**src/rtl/delay_line_ctrl.sv**
```systemverilog
// delay_line_ctrl
// Integer sample delay for one I/Q beamforming channel. A circular buffer
// holds the last 2^AW samples and the read pointer trails the write pointer
// by cur_delay. Each output sample is registered one cycle after its input.
//
// Build option: define DELAY_SLEW_EN to walk cur_delay one step per input
// sample toward a requested delay, so a steering update never makes the
// output jump. Without it, an accepted request loads cur_delay directly.
module delay_line_ctrl #(
  parameter int DW = 18,
  parameter int AW = 5
) (
  input  logic                 clk,
  input  logic                 rst_n,
  input  logic                 din_valid,
  input  logic signed [DW-1:0] dinI,
  input  logic signed [DW-1:0] dinQ,
  output logic                 dout_valid,
  output logic signed [DW-1:0] doutI,
  output logic signed [DW-1:0] doutQ,
  input  logic                 cfg_valid,
  input  logic [AW-1:0]        cfg_delay,
  output logic                 cfg_ready,
  output logic [AW-1:0]        cur_delay,
  output logic                 busy
);

  localparam int DEPTH = 1 << AW;

  // Sample storage, packed as {I,Q}.
  logic [2*DW-1:0] mem [DEPTH];

  logic [AW-1:0]   wr_ptr;
  logic [AW-1:0]   fill;
  logic [AW-1:0]   rd_addr;
  logic [AW-1:0]   cur_delay_d;
  logic [2*DW-1:0] rd_word;
  logic [2*DW-1:0] sample_word;

  // The read address trails the write address; the subtraction wraps
  // naturally in AW bits. For any delay > 0 it never equals wr_ptr.
  assign rd_addr = wr_ptr - cur_delay;
  assign rd_word = mem[rd_addr];

  // Select the sample to emit: bypass at zero delay, zero while the
  // addressed slot has not been written since reset, else the stored word.
  always_comb begin
    // NOTE: assigning a default first means every path drives the signal,
    // so no latch is inferred when a branch is later added or removed.
    sample_word = {dinI, dinQ};
    if (cur_delay != '0) begin
      if (fill < cur_delay) begin
        sample_word = '0;
      end else begin
        sample_word = rd_word;
      end
    end
  end

  // Buffer write on every input sample.
  // NOTE: the RAM has no reset so it maps onto block/distributed memory;
  // the fill counter hides stale contents instead of clearing them.
  always_ff @(posedge clk) begin
    if (din_valid) begin
      mem[wr_ptr] <= {dinI, dinQ};
    end
  end

  // Write pointer and saturating fill count.
  always_ff @(posedge clk or negedge rst_n) begin
    // NOTE: state updates use non-blocking assignments so every register
    // samples values from before the edge, independent of block order.
    if (!rst_n) begin
      wr_ptr <= '0;
      fill   <= '0;
    end else if (din_valid) begin
      wr_ptr <= wr_ptr + AW'(1);
      if (fill != '1) begin
        fill <= fill + AW'(1);
      end
    end
  end

  // Registered output sample; data holds when no input arrives.
  always_ff @(posedge clk or negedge rst_n) begin
    if (!rst_n) begin
      dout_valid <= 1'b0;
      doutI      <= '0;
      doutQ      <= '0;
    end else begin
      dout_valid <= din_valid;
      if (din_valid) begin
        doutI <= sample_word[2*DW-1:DW];
        doutQ <= sample_word[DW-1:0];
      end
    end
  end

  // Applied delay register; the next value comes from the controller below.
  always_ff @(posedge clk or negedge rst_n) begin
    if (!rst_n) begin
      cur_delay <= '0;
    end else begin
      cur_delay <= cur_delay_d;
    end
  end

`ifdef DELAY_SLEW_EN

  typedef enum logic {
    IDLE = 1'b0,
    SLEW = 1'b1
  } state_t;

  state_t        state_q;
  state_t        state_d;
  logic [AW-1:0] target_q;
  logic [AW-1:0] target_d;

  // Controller state and latched target delay.
  always_ff @(posedge clk or negedge rst_n) begin
    if (!rst_n) begin
      state_q  <= IDLE;
      target_q <= '0;
    end else begin
      state_q  <= state_d;
      target_q <= target_d;
    end
  end

  // Accept a request while idle; while slewing, move one step per input
  // sample, after that sample has been formed with the old delay.
  always_comb begin
    state_d     = state_q;
    target_d    = target_q;
    cur_delay_d = cur_delay;
    cfg_ready   = 1'b0;
    busy        = 1'b0;
    case (state_q)
      IDLE: begin
        cfg_ready = 1'b1;
        if (cfg_valid) begin
          target_d = cfg_delay;
          if (cfg_delay != cur_delay) begin
            state_d = SLEW;
          end
        end
      end
      SLEW: begin
        busy = 1'b1;
        if (din_valid) begin
          if (target_q > cur_delay) begin
            cur_delay_d = cur_delay + AW'(1);
          end else begin
            cur_delay_d = cur_delay - AW'(1);
          end
          if (cur_delay_d == target_q) begin
            state_d = IDLE;
          end
        end
      end
      default: begin
        state_d = IDLE;
      end
    endcase
  end

`else

  // Requests are always accepted and take effect at the next edge.
  assign cfg_ready = 1'b1;
  assign busy      = 1'b0;

  // Load the requested delay directly; the same-cycle sample used the old one.
  always_comb begin
    cur_delay_d = cur_delay;
    if (cfg_valid) begin
      cur_delay_d = cfg_delay;
    end
  end

`endif

endmodule

```
**config.mk**
```make
export PLATFORM = sky130hd
export DESIGN_NAME = delay_line_ctrl
export DESIGN_NICKNAME = d
export VERILOG_FILES = /design/src/rtl/delay_line_ctrl.sv
export SDC_FILE = /design/constraint.sdc
export NUM_CORES = 1
export LEC_CHECK = 0
export CORE_ASPECT_RATIO = 0.9
export CORE_MARGIN = 1.5
export CORE_UTILIZATION = 26
export CTS_CLUSTER_DIAMETER = 50
export DETAILED_ROUTE_END_ITERATION = 8
export HOLD_SLACK_MARGIN = 0.05
export SYNTH_ARGS = -nofsm -noshare
export SYNTH_HDL_FRONTEND = slang
export SYNTH_SLANG_ARGS = --single-unit
```
**constraint.sdc**
```tcl
create_clock -name clk -period 5.8 [get_ports clk]
set_input_delay 0.87 -clock clk [delete_from_list [all_inputs] [get_ports clk]]
set_output_delay 0.87 -clock clk [all_outputs]
set_load 0.02 [all_outputs]
```
==> impl_metrics.csv <==
group,metric,value,unit
routing,via_count,22680,
global_route,grt_pass1_vias,22760,
power_and_ir_drop,power.switching,9.958,mW
routing,wl,119500,microns
clock_tree,clk_latency,760,ps
logic_synthesis,syn_avg_cell_area,21.39,sq um
outcome,status,"finished clean",
sta,rsz0062_at_grt,"false",
worst_setup_path,reg2reg_to,"doutI[10]$_DFFE_PN0P_",
clock_tree,post-cts-setup-buffers,0,
sta,finalClockSkew,46.40,ps
worst_setup_path,r2r_cells,8,
global_route,grt_max_degree,88,
logic_synthesis,synth_fp_nets,2230,
power_and_ir_drop,p_int,19.11,mW
logic_synthesis,ys_warn_count,0,
hold_path,min_delay_path_depth,1,
clock_tree,path_clk_slew,60,ps
cells_and_area,final_cell_mix,"edfxtp_1, mux4_2, nand2_1",
sta,tns,0,ps
logic_synthesis,yosys.area.top_type,"edfxtp_1",
power_and_ir_drop,leakagePower,17.00,nW
floorplan,die_w,448.4,microns
sta,hold_ws,498.1,ps
logic_synthesis,synthCells,2170,
global_route,antenna_found_initial,7,
run,drv_cap,0,
placement,portBuffers,86,
cells_and_area,finish.net_count,2386,
logic_synthesis,synth.top_cell.area_share,0.7451,
worst_setup_path,start_kind,"flop",
clock_tree,postCtsResizedCells,0,
clock_tree,cts.sinks,1204,
placement,gp_congestion,0.7477,
logic_synthesis,ys_seq_elements,1204,
routing,vias_per_cell,4.730,
clock_tree,cts_buffers,119,
sta,slew_headroom,0.1571,
worst_setup_path,endpoint_kind,"flop",
sta,final-hold-violation-count,0,
clock_tree,cts_tree,"yes",
routing,drt-initial-drc-count,2701,
sta,max_freq,0.2676,GHz
worst_setup_path,crit-reg2reg-launch,"wr_ptr[0]$_DFFE_PN0P_",
sta,report.final.slew_viol_count,0,
worst_setup_path,worstSetupPathType,"reg -> reg",
cells_and_area,drive_gt1_frac,0.2403,
hold_path,min_from,"fill[3]$_DFFE_PN0P_",
clock_tree,cts_hold_buffers,1,
power_and_ir_drop,p_seq_frac,0.361,
placement,hpwl,64700,microns
clock_tree,cts_buffer_depth,3,
hold_path,hold_class,"reg -> reg",
logic_synthesis,synthTopCellsByArea,"edfxtp_1, mux4_2, dfrtp_1, nand2_1, a32o_1",
cells_and_area,final_common_cell,"edfxtp_1",
power_and_ir_drop,ir_drop,0.5538,mV
sta,finalSetupViolCount,0,
routing,drc_errors,0,
global_route,grt_first_pass_wirelength,171300,microns
logic_synthesis,synth_cell_type_count,38,
clock_tree,htree_levels,3,
sta,tightest_slew,1260,ps
hold_path,hold_end,"fill[3]$_DFFE_PN0P_",
routing,first_pass_iters,5,
floorplan,rows,146,
power_and_ir_drop,switching_share,0.3426,
worst_setup_path,arrival,4320,ps
floorplan,dieArea,181100,sq um
sta,finalCritPeriodShare,0.6443,
worst_setup_path,cp_data_required_time,6390,ps
floorplan,coreArea,176600,sq um
floorplan,die_h,403.9,microns
floorplan,io_pins,89,
logic_synthesis,yosysSeqAreaShare,0.7731,
routing,wl_per_cell,24.92,microns
floorplan,start_util,0.2628,
power_and_ir_drop,p_comb_frac,0.373,
power_and_ir_drop,pwr-share-clk,0.266,
cells_and_area,syn_to_final_growth,17.57,%
worst_setup_path,ff2ff_setup_slack,2060,ps
logic_synthesis,syn_area,46430,sq um
worst_setup_path,crit_fanout,72,
routing,ant_nets,0,
sta,min_period,3737,ps
global_route,grt.total_usage,0.1313,
global_route,grt_overflow_total,0,
clock_tree,clock-root-buffer,"clkbuf_16",
power_and_ir_drop,power_density,532.5,nW/um^2
==> kinds of logic after synthesis <==
kind of cell	count (synthesis)	share of synthesized area
other	2	0.0001618
muxes	362	0.1557
xor gates and xnor gates	13	0.002776
buffers and inverters	127	0.01259
and+or+nand+nor	291	0.02474
DFF	1204	0.7731
adders and majority gates	15	0.004204
AOI/OAI and AO/OA	156	0.02665
==> sequential cells by signal, indices dropped and copies added (netlist names) <==
signal	flops
wr_ptr	5
doutI	18
doutQ	18
fill	5
mem	1152
dout_valid	1
cur_delay	5
==> power by group through the flow <==
| stage | Combinational (mW) | Clock (mW) | Sequential [mW] |
|---|---|---|---|
| 3_3_place_gp | 11.0 | 0 | 10.7 |
| 5_1_grt | 11.5 | 8.17 | 10.5 |
| 4_1_cts | 11.0 | 7.84 | 10.5 |
| 3_5_place_dp | 11.0 | 0 | 10.7 |
| 2_1_floorplan | 7.08 | 0 | 10.7 |
| 6_report | 10.9 | 7.72 | 10.5 |
==> final cells by class <==
class	instances	area [sq um]
inverters	6	22.52
fillers	16930	122100
well taps	2368	2963
multi-input cells	839	10270
clock inverters	63	693.2
clock buffers	158	3234
diodes	1	2.502
flip-flops and latches	1204	35890
repair buffers	156	1509
==> cells in the mapped netlist, drive strengths merged <==
cell    instances
a211o           1
a21o            2
a21oi           2
a31oi           1
a32o           71
and3            1
buf            63
clkbuf         58
conb            2
dfrtp          52
edfxtp       1152
fa              1
ha             14
inv             6
mux2            3
mux2i          71
mux4          288
nand2         231
nand2b          2
nand3           1
nand3b          3
nand4           5
nor2           42
nor2b           2
o21ai          44
o31ai          35
or2             1
or3             1
or3b            1
or4             1
xnor2           7
xor2            6
==> metrics by stage <==
stage          area, sq um  instances  power (mW)    util  setup slack [ps]
6_report             54590       4795       29.07  0.3090              2063
4_1_cts              54580       4794       29.37  0.3090              2092
5_1_grt              54580       4794       30.24  0.3090              1932
3_3_place_gp         50650       4572       21.63  0.2867              2056
2_1_floorplan        46430       2170       17.75       -              2213
3_5_place_dp         50650       4572       21.67  0.2867              2005
==> per-layer routing <==
layer  up-vias  share of wire  wire, microns  GRT usage
met1     12240           0.44          52110     0.1898
met4        12          0.023           2692    0.03521
met2       937           0.46          54890     0.2009
met3       176          0.082           9745    0.02596
met5         -        0.00054             65          0
li1       9314              -              -          -
==> worst max-delay path by stage <==
stage                          startpoint                     to  slack (ps)  depth (start not counted)
finish              wr_ptr[0]$_DFFE_PN0P_  doutI[10]$_DFFE_PN0P_        2060                          8
global route        wr_ptr[0]$_DFFE_PN0P_  doutQ[15]$_DFFE_PN0P_        1930                          8
CTS                 wr_ptr[0]$_DFFE_PN0P_  doutQ[15]$_DFFE_PN0P_        2090                          8
detailed placement              din_valid  mem[26][30]$_DFFE_PP_        2000                          4
global placement                din_valid  mem[31][27]$_DFFE_PP_        2060                          4
floorplan                       din_valid   mem[30][0]$_DFFE_PP_        2210                          4
==> critical path, cell delays in order, from the launching register on <==
cell     delay [ps]
dfrtp_1         420
inv_1           130
ha_4            180
fa_4           1240
buf_12          400
mux4_2          410
mux2i_1         320
a32o_1          220
o31ai_1          90
Power figures use the tool's default switching activity.
